[config.mk]
export PLATFORM = sky130hd
export DESIGN_NAME = fir_tap_engine
export DESIGN_NICKNAME = d
export VERILOG_FILES = /design/src/rtl/fir_pkg.sv /design/src/rtl/fir_mac.sv /design/src/rtl/fir_tap_engine.sv
export SDC_FILE = /design/constraint.sdc
export NUM_CORES = 2
export LEC_CHECK = 0
export ABC_AREA = 1
export CAP_MARGIN = 20
export CORE_UTILIZATION = 44
export DETAILED_ROUTE_END_ITERATION = 8
export MAX_ROUTING_LAYER = met4
export SYNTH_ARGS = -nofsm -noshare
export SYNTH_HDL_FRONTEND = slang
export SYNTH_SLANG_ARGS = --single-unit
export TNS_END_PERCENT = 20
[constraint.sdc]
create_clock -name clk -period 18.7 [get_ports clk]
set_input_delay 1.87 -clock clk [delete_from_list [all_inputs] [get_ports clk]]
set_output_delay 1.87 -clock clk [all_outputs]
set_load 0.01 [all_outputs]
[src/rtl/fir_pkg.sv]
// Shared types and constants for the FIR tap engine.
package fir_pkg;

    typedef enum logic [2:0] {
        StIdle,
        StClear,
        StWaitIn,
        StCalc,
        StOut,
        StDone
    } state_e;

    localparam int unsigned NUM_TAP_DEFAULT = 11;

    function automatic int unsigned cnt_width(input int unsigned n);
        return (n < 2) ? 1 : $clog2(n);
    endfunction

    localparam int unsigned PTR_WIDTH = cnt_width(NUM_TAP_DEFAULT);

endpackage

[src/rtl/fir_mac.sv]
// Clearable multiply-accumulate for the FIR engine.
// FIR_SAT_EN: full-precision products, widened accumulator and saturated result.
module fir_mac #(
    parameter int unsigned BIT_WIDTH = 32
) (
    input  logic                        clk,
    input  logic                        rst,
    input  logic                        clr,
    input  logic                        en,
    input  logic signed [BIT_WIDTH-1:0] a,
    input  logic signed [BIT_WIDTH-1:0] b,
    output logic        [BIT_WIDTH-1:0] result
);

`ifdef FIR_SAT_EN
    localparam int unsigned PW = 2 * BIT_WIDTH;
    localparam int unsigned AW = PW + 4;

    logic signed [PW-1:0]           prod;
    logic signed [AW-1:0]           acc;
    logic        [AW-BIT_WIDTH:0]   hi;

    assign prod = PW'(a) * PW'(b);
    assign hi   = acc[AW-1:BIT_WIDTH-1];

    always_ff @(posedge clk) begin
        if (rst || clr) begin
            acc <= '0;
        end else if (en) begin
            acc <= acc + {{4{prod[PW-1]}}, prod};
        end
    end

    // The value fits when every bit above the result's sign bit matches it.
    always_comb begin
        result = acc[BIT_WIDTH-1:0];
        if (!((&hi) || (~|hi))) begin
            result = acc[AW-1] ? {1'b1, {(BIT_WIDTH-1){1'b0}}} : {1'b0, {(BIT_WIDTH-1){1'b1}}};
        end
    end
`else
    logic [BIT_WIDTH-1:0] prod;
    logic [BIT_WIDTH-1:0] acc;

    assign prod   = a * b;
    assign result = acc;

    always_ff @(posedge clk) begin
        if (rst || clr) begin
            acc <= '0;
        end else if (en) begin
            acc <= acc + prod;
        end
    end
`endif

endmodule

[src/rtl/fir_tap_engine.sv]
// FIR engine: stream in, circular data RAM, NUM_TAP MACs against tap RAM, stream out.
// Optional FIR_SAT_EN selects saturating arithmetic inside fir_mac.
module fir_tap_engine
    import fir_pkg::*;
#(
    parameter int unsigned NUM_TAP    = NUM_TAP_DEFAULT,
    parameter int unsigned ADDR_WIDTH = 12,
    parameter int unsigned BIT_WIDTH  = 32
) (
    input  logic                  clk,
    input  logic                  rst,
    input  logic                  ap_start,
    input  logic [31:0]           data_length,
    output logic                  ap_idle,
    output logic                  ap_done,
    input  logic                  ss_tvalid,
    input  logic [BIT_WIDTH-1:0]  ss_tdata,
    output logic                  ss_tready,
    output logic                  sm_tvalid,
    output logic [BIT_WIDTH-1:0]  sm_tdata,
    output logic                  sm_tlast,
    input  logic                  sm_tready,
    output logic                  tap_re,
    output logic [ADDR_WIDTH-1:0] tap_raddr,
    input  logic [BIT_WIDTH-1:0]  tap_rdo,
    output logic                  dat_we,
    output logic [ADDR_WIDTH-1:0] dat_waddr,
    output logic [BIT_WIDTH-1:0]  dat_wdi,
    output logic                  dat_re,
    output logic [ADDR_WIDTH-1:0] dat_raddr,
    input  logic [BIT_WIDTH-1:0]  dat_rdo
);

    localparam int unsigned   KW       = cnt_width(NUM_TAP + 1);
    localparam logic [KW-1:0] N        = KW'(NUM_TAP);
    localparam logic [KW-1:0] LAST_IDX = KW'(NUM_TAP - 1);

    state_e        state;
    logic [KW-1:0] k;
    logic [KW-1:0] wr_ptr;
    logic [KW-1:0] rd_idx;
    logic [31:0]   len;
    logic [31:0]   count;
    logic          ss_hs;
    logic          mac_en;

    assign ss_hs  = ss_tvalid & ss_tready;
    // Newest sample sits at wr_ptr; tap k pairs with the sample k steps older.
    assign rd_idx = (wr_ptr >= k) ? (wr_ptr - k) : (wr_ptr + N - k);

    always_ff @(posedge clk) begin
        if (rst) begin
            state     <= StIdle;
            ap_idle   <= 1'b1;
            ap_done   <= 1'b0;
            ss_tready <= 1'b0;
            sm_tvalid <= 1'b0;
            sm_tlast  <= 1'b0;
            k         <= '0;
            wr_ptr    <= '0;
            len       <= '0;
            count     <= '0;
        end else begin
            ap_done <= 1'b0;
            unique case (state)
                StIdle: begin
                    if (ap_start) begin
                        state   <= StClear;
                        ap_idle <= 1'b0;
                        k       <= '0;
                        wr_ptr  <= '0;
                        count   <= '0;
                        len     <= data_length;
                    end
                end
                StClear: begin
                    if (k == LAST_IDX) begin
                        k <= '0;
                        if (len == 32'd0) begin
                            state   <= StDone;
                            ap_done <= 1'b1;
                        end else begin
                            state     <= StWaitIn;
                            ss_tready <= 1'b1;
                        end
                    end else begin
                        k <= k + 1'b1;
                    end
                end
                StWaitIn: begin
                    if (ss_hs) begin
                        state     <= StCalc;
                        ss_tready <= 1'b0;
                        k         <= '0;
                    end
                end
                StCalc: begin
                    if (k == N) begin
                        state     <= StOut;
                        sm_tvalid <= 1'b1;
                        sm_tlast  <= (count + 32'd1 == len);
                    end else begin
                        k <= k + 1'b1;
                    end
                end
                StOut: begin
                    if (sm_tready) begin
                        sm_tvalid <= 1'b0;
                        sm_tlast  <= 1'b0;
                        wr_ptr    <= (wr_ptr == LAST_IDX) ? '0 : wr_ptr + 1'b1;
                        count     <= count + 32'd1;
                        if (sm_tlast) begin
                            state   <= StDone;
                            ap_done <= 1'b1;
                        end else begin
                            state     <= StWaitIn;
                            ss_tready <= 1'b1;
                        end
                    end
                end
                StDone: begin
                    state   <= StIdle;
                    ap_idle <= 1'b1;
                end
                default: state <= StIdle;
            endcase
        end
    end

    // Sample write is combinational on the handshake so it lands before CALC reads.
    always_comb begin
        tap_re    = 1'b0;
        tap_raddr = '0;
        dat_re    = 1'b0;
        dat_raddr = '0;
        dat_we    = 1'b0;
        dat_waddr = '0;
        dat_wdi   = '0;
        mac_en    = 1'b0;
        unique case (state)
            StClear: begin
                dat_we    = 1'b1;
                dat_waddr = ADDR_WIDTH'(k);
            end
            StWaitIn: begin
                dat_we    = ss_hs;
                dat_waddr = ADDR_WIDTH'(wr_ptr);
                dat_wdi   = ss_tdata;
            end
            StCalc: begin
                if (k != N) begin
                    tap_re    = 1'b1;
                    tap_raddr = ADDR_WIDTH'(k);
                    dat_re    = 1'b1;
                    dat_raddr = ADDR_WIDTH'(rd_idx);
                end
                mac_en = (k != '0);
            end
            default: ;
        endcase
    end

    fir_mac #(
        .BIT_WIDTH (BIT_WIDTH)
    ) u_mac (
        .clk    (clk),
        .rst    (rst),
        .clr    (ss_hs),
        .en     (mac_en),
        .a      (tap_rdo),
        .b      (dat_rdo),
        .result (sm_tdata)
    );

endmodule

==> impl_metrics.env <==
export IMPL_synth_top_area_share_pct=35.9
export IMPL_max_stage_delay_ns=1.20
export IMPL_drv_cap=0
export IMPL_drt_wl_total_mm=65.2
export IMPL_drive_gt1_share_pct=2.30
export IMPL_status="finished, final reports clean"
export IMPL_rsz0062_at_grt="false"
export IMPL_area_growth_pct=12.4
export IMPL_end_kind="flip-flop"
export IMPL_synth_top_area_cell="fa_1"
export IMPL_postSynthRegisterBits=112
export IMPL_numCtsBuffers=9
export IMPL_nNetsFinal=4296
export IMPL_cp_start_kind="input port"
export IMPL_fin_util_pct=50.1
export IMPL_yosys_warnings=0
export IMPL_ctsHoldBuffers=0
export IMPL_antenna_found_initial=1
export IMPL_arrival_ns=9.20
export IMPL_synth_top_cells_by_area="fa_1 (36%), inv_1 (17%), nand2_1 (13%)"
export IMPL_synth_area_sq_um=24600
export IMPL_post_cts_setup_buffer_count=0
export IMPL_dp_hpwl_mm=52.8
export IMPL_htreeDepth=3
export IMPL_grt_pass1_wl_mm=107
export IMPL_wl_per_cell_um=15.1
export IMPL_critPathSlowestCell="clkdlybuf4s50_1"
export IMPL_relSlewSlack_pct=25.3
export IMPL_grt_max_degree=66
export IMPL_clock_skew_ns=0.00880
export IMPL_root_buffer="clkbuf_16"
export IMPL_antenna_left=0
export IMPL_die_area_sq_um=56800
export IMPL_path_clk_slew_ns=0.08
export IMPL_finalSetupTns_ns=0
export IMPL_tritoncts="done"
export IMPL_min_period_over_period_pct=47.5
export IMPL_grtUsageTotal_pct=24.6
export IMPL_crit_path_max_fanout=23
export IMPL_slew_violations=0
export IMPL_hp_class="reg -> reg"
export IMPL_drt_iter0_drc=1227
export IMPL_worst_slew_pin_transition_ns=1.12
export IMPL_clock_latency_ns=0.37
export IMPL_io_buffers=216
export IMPL_ys_seq_area_share_pct=9.12
export IMPL_firstDrtPassIters=6
export IMPL_hold_viol=0
export IMPL_dieWidth_um=238
export IMPL_syn_area_per_cell_sq_um=7.15
export IMPL_grt_pass1_vias=19900
export IMPL_fillerInstances=5575
export IMPL_drc=0
export IMPL_grt_overflow=0
export IMPL_start_util_pct=44.6
export IMPL_gp_congestion=0.901
export IMPL_clock_sinks=112
export IMPL_required_ns=19.02
export IMPL_pin_count=241
export IMPL_synth_cell_type_count=47
export IMPL_worstSetupPathType="in -> reg"
export IMPL_core_area_sq_um=55100
export IMPL_vias_per_cell=4.68
export IMPL_min_period_ns=8.88
export IMPL_clk_path_buf_depth=2
export IMPL_fin_ws_ns=9.82
export IMPL_setup_viol=0
export IMPL_hold_slack_ns=0.471
export IMPL_rows=86
export IMPL_vias=20200
export IMPL_cts_resized=0
export IMPL_die_h_um=238
export IMPL_netlist_instances=3438
export IMPL_pre_cts_ws_ns=9.41
export IMPL_fmax_mhz=113
## cell usage after synthesis (all sizes together)
| library cell | instances |
|---|---|
| inv | 1087 |
| nand2 | 836 |
| fa | 441 |
| ha | 164 |
| a21oi | 134 |
| nor2 | 134 |
| dfxtp | 112 |
| nand3 | 111 |
| clkbuf | 104 |
| o21ai | 85 |
| buf | 59 |
| xor2 | 48 |
| nor3 | 27 |
| xnor2 | 20 |
| nand4 | 10 |
| or2 | 10 |
| nor4 | 9 |
| o22ai | 8 |
| nand3b | 6 |
| o211ai | 6 |
| o21bai | 6 |
| a211oi | 3 |
| a21o | 3 |
| a31oi | 3 |
| a31o | 2 |
| o21a | 2 |
| o31ai | 2 |
| a221oi | 1 |
| clkinv | 1 |
| conb | 1 |
| o2111ai | 1 |
| o221ai | 1 |
| xnor3 | 1 |
## placed cells by master, fill, tap and decap left out, types with 2 or more instances in the layout
| cell type | Yosys | layout |
|---|---|---|
| buf_4 | 25 | 31 |
| ha_1 | 164 | 164 |
| xor2_1 | 47 | 47 |
| xnor2_1 | 20 | 20 |
| o211ai_1 | 6 | 6 |
| o21a_1 | 2 | 2 |
| dfxtp_1 | 112 | 112 |
| nor3_2 | 4 | 4 |
| inv_1 | 1084 | 1084 |
| a21o_1 | 3 | 3 |
| nor4_1 | 9 | 9 |
| o22ai_1 | 8 | 8 |
| nand4_1 | 10 | 10 |
| a21oi_1 | 133 | 133 |
| inv_2 | 3 | 3 |
| nor3_1 | 23 | 23 |
| nand3_1 | 109 | 108 |
| clkbuf_16 | 0 | 9 |
| buf_16 | 0 | 2 |
| or2_2 | 10 | 10 |
| fa_1 | 441 | 441 |
| nand3_2 | 1 | 2 |
| clkdlybuf4s50_1 | 0 | 215 |
| a31o_2 | 2 | 2 |
| nand2_1 | 834 | 834 |
| nor2_1 | 128 | 128 |
| nor2_2 | 4 | 4 |
| a31oi_1 | 3 | 3 |
| o21ai_0 | 85 | 85 |
| o31ai_1 | 2 | 2 |
| conb_1 | 1 | 24 |
| a211oi_1 | 3 | 3 |
| nand3b_1 | 6 | 6 |
| inv_6 | 0 | 2 |
| o21bai_1 | 5 | 5 |
## area by class of cell
type	count	area (sq um)	share of cell area, %
diodes	1	2.50	0.00906
clock inverters	5	50.0	0.181
repair buffers	249	2440	8.85
flip-flops and latches	112	2240	8.12
well taps	748	936	3.39
inverters	1088	4080	14.8
multi-input cells	2098	17600	63.8
clock buffers	10	239	0.865
## kinds of logic (layout without fill, tap and decap cells)
family / Yosys count / after routing / share of synthesized area (%)
buffers and inverters: 1251 / 1352 / 19.5
and+or+nand+nor: 1143 / 1143 / 18.9
adders and majority gates: 605 / 605 / 44.3
AOI/OAI and AO/OA: 257 / 257 / 5.62
DFF: 112 / 112 / 9.12
xor gates and xnor gates: 69 / 69 / 2.55
other: 1 / 25 / 0.0153
## critical path: cells and delay by family
kind            cells  cell delay [ns]
fa+ha+maj           9             4.05
buf+inv             8             1.59
simple gates        6             0.91
compound gates      3             0.53
xor+xnor            1             0.20
## per-layer routing
layer / wire length [um] / track usage, % / share of wire (%) / up-vias
met5: 0 / - / 0 / -
met4: 1080 / 4.00 / 1.6 / 0
met3: 2830 / 2.20 / 4.3 / 54
met2: 31100 / 39.8 / 48 / 495
met1: 30200 / 34.2 / 46 / 9673
li1: - / - / - / 9947
## registers in the layout (all words and copies together), names as in the netlist, 3 cells and up
name,flops
count,32
k,4
len,32
state,3
u_mac.result,32
wr_ptr,4
## per-stage QoR
stage	instance area, sq um	cells
6_report	27600	4311
5_1_grt	27600	4311
4_1_cts	27600	4308
3_5_place_dp	27300	4293
3_3_place_gp	27300	4293
2_1_floorplan	24700	3461
## path summary, 6_finish.rpt
check / from / to / slack, ns / cells past startpoint
max reg2reg: u_mac.result[17] / u_mac.result[24] / 12.21 / 24
min: count[31] / count[31] / 0.47 / 2
min reg2reg: count[31] / count[31] / 0.47 / 2
max: dat_rdo[9] / u_mac.result[24] / 9.82 / 27
Power is not shown: default switching activity piles up to over one toggle a cycle in this logic, so the estimate is an artifact.
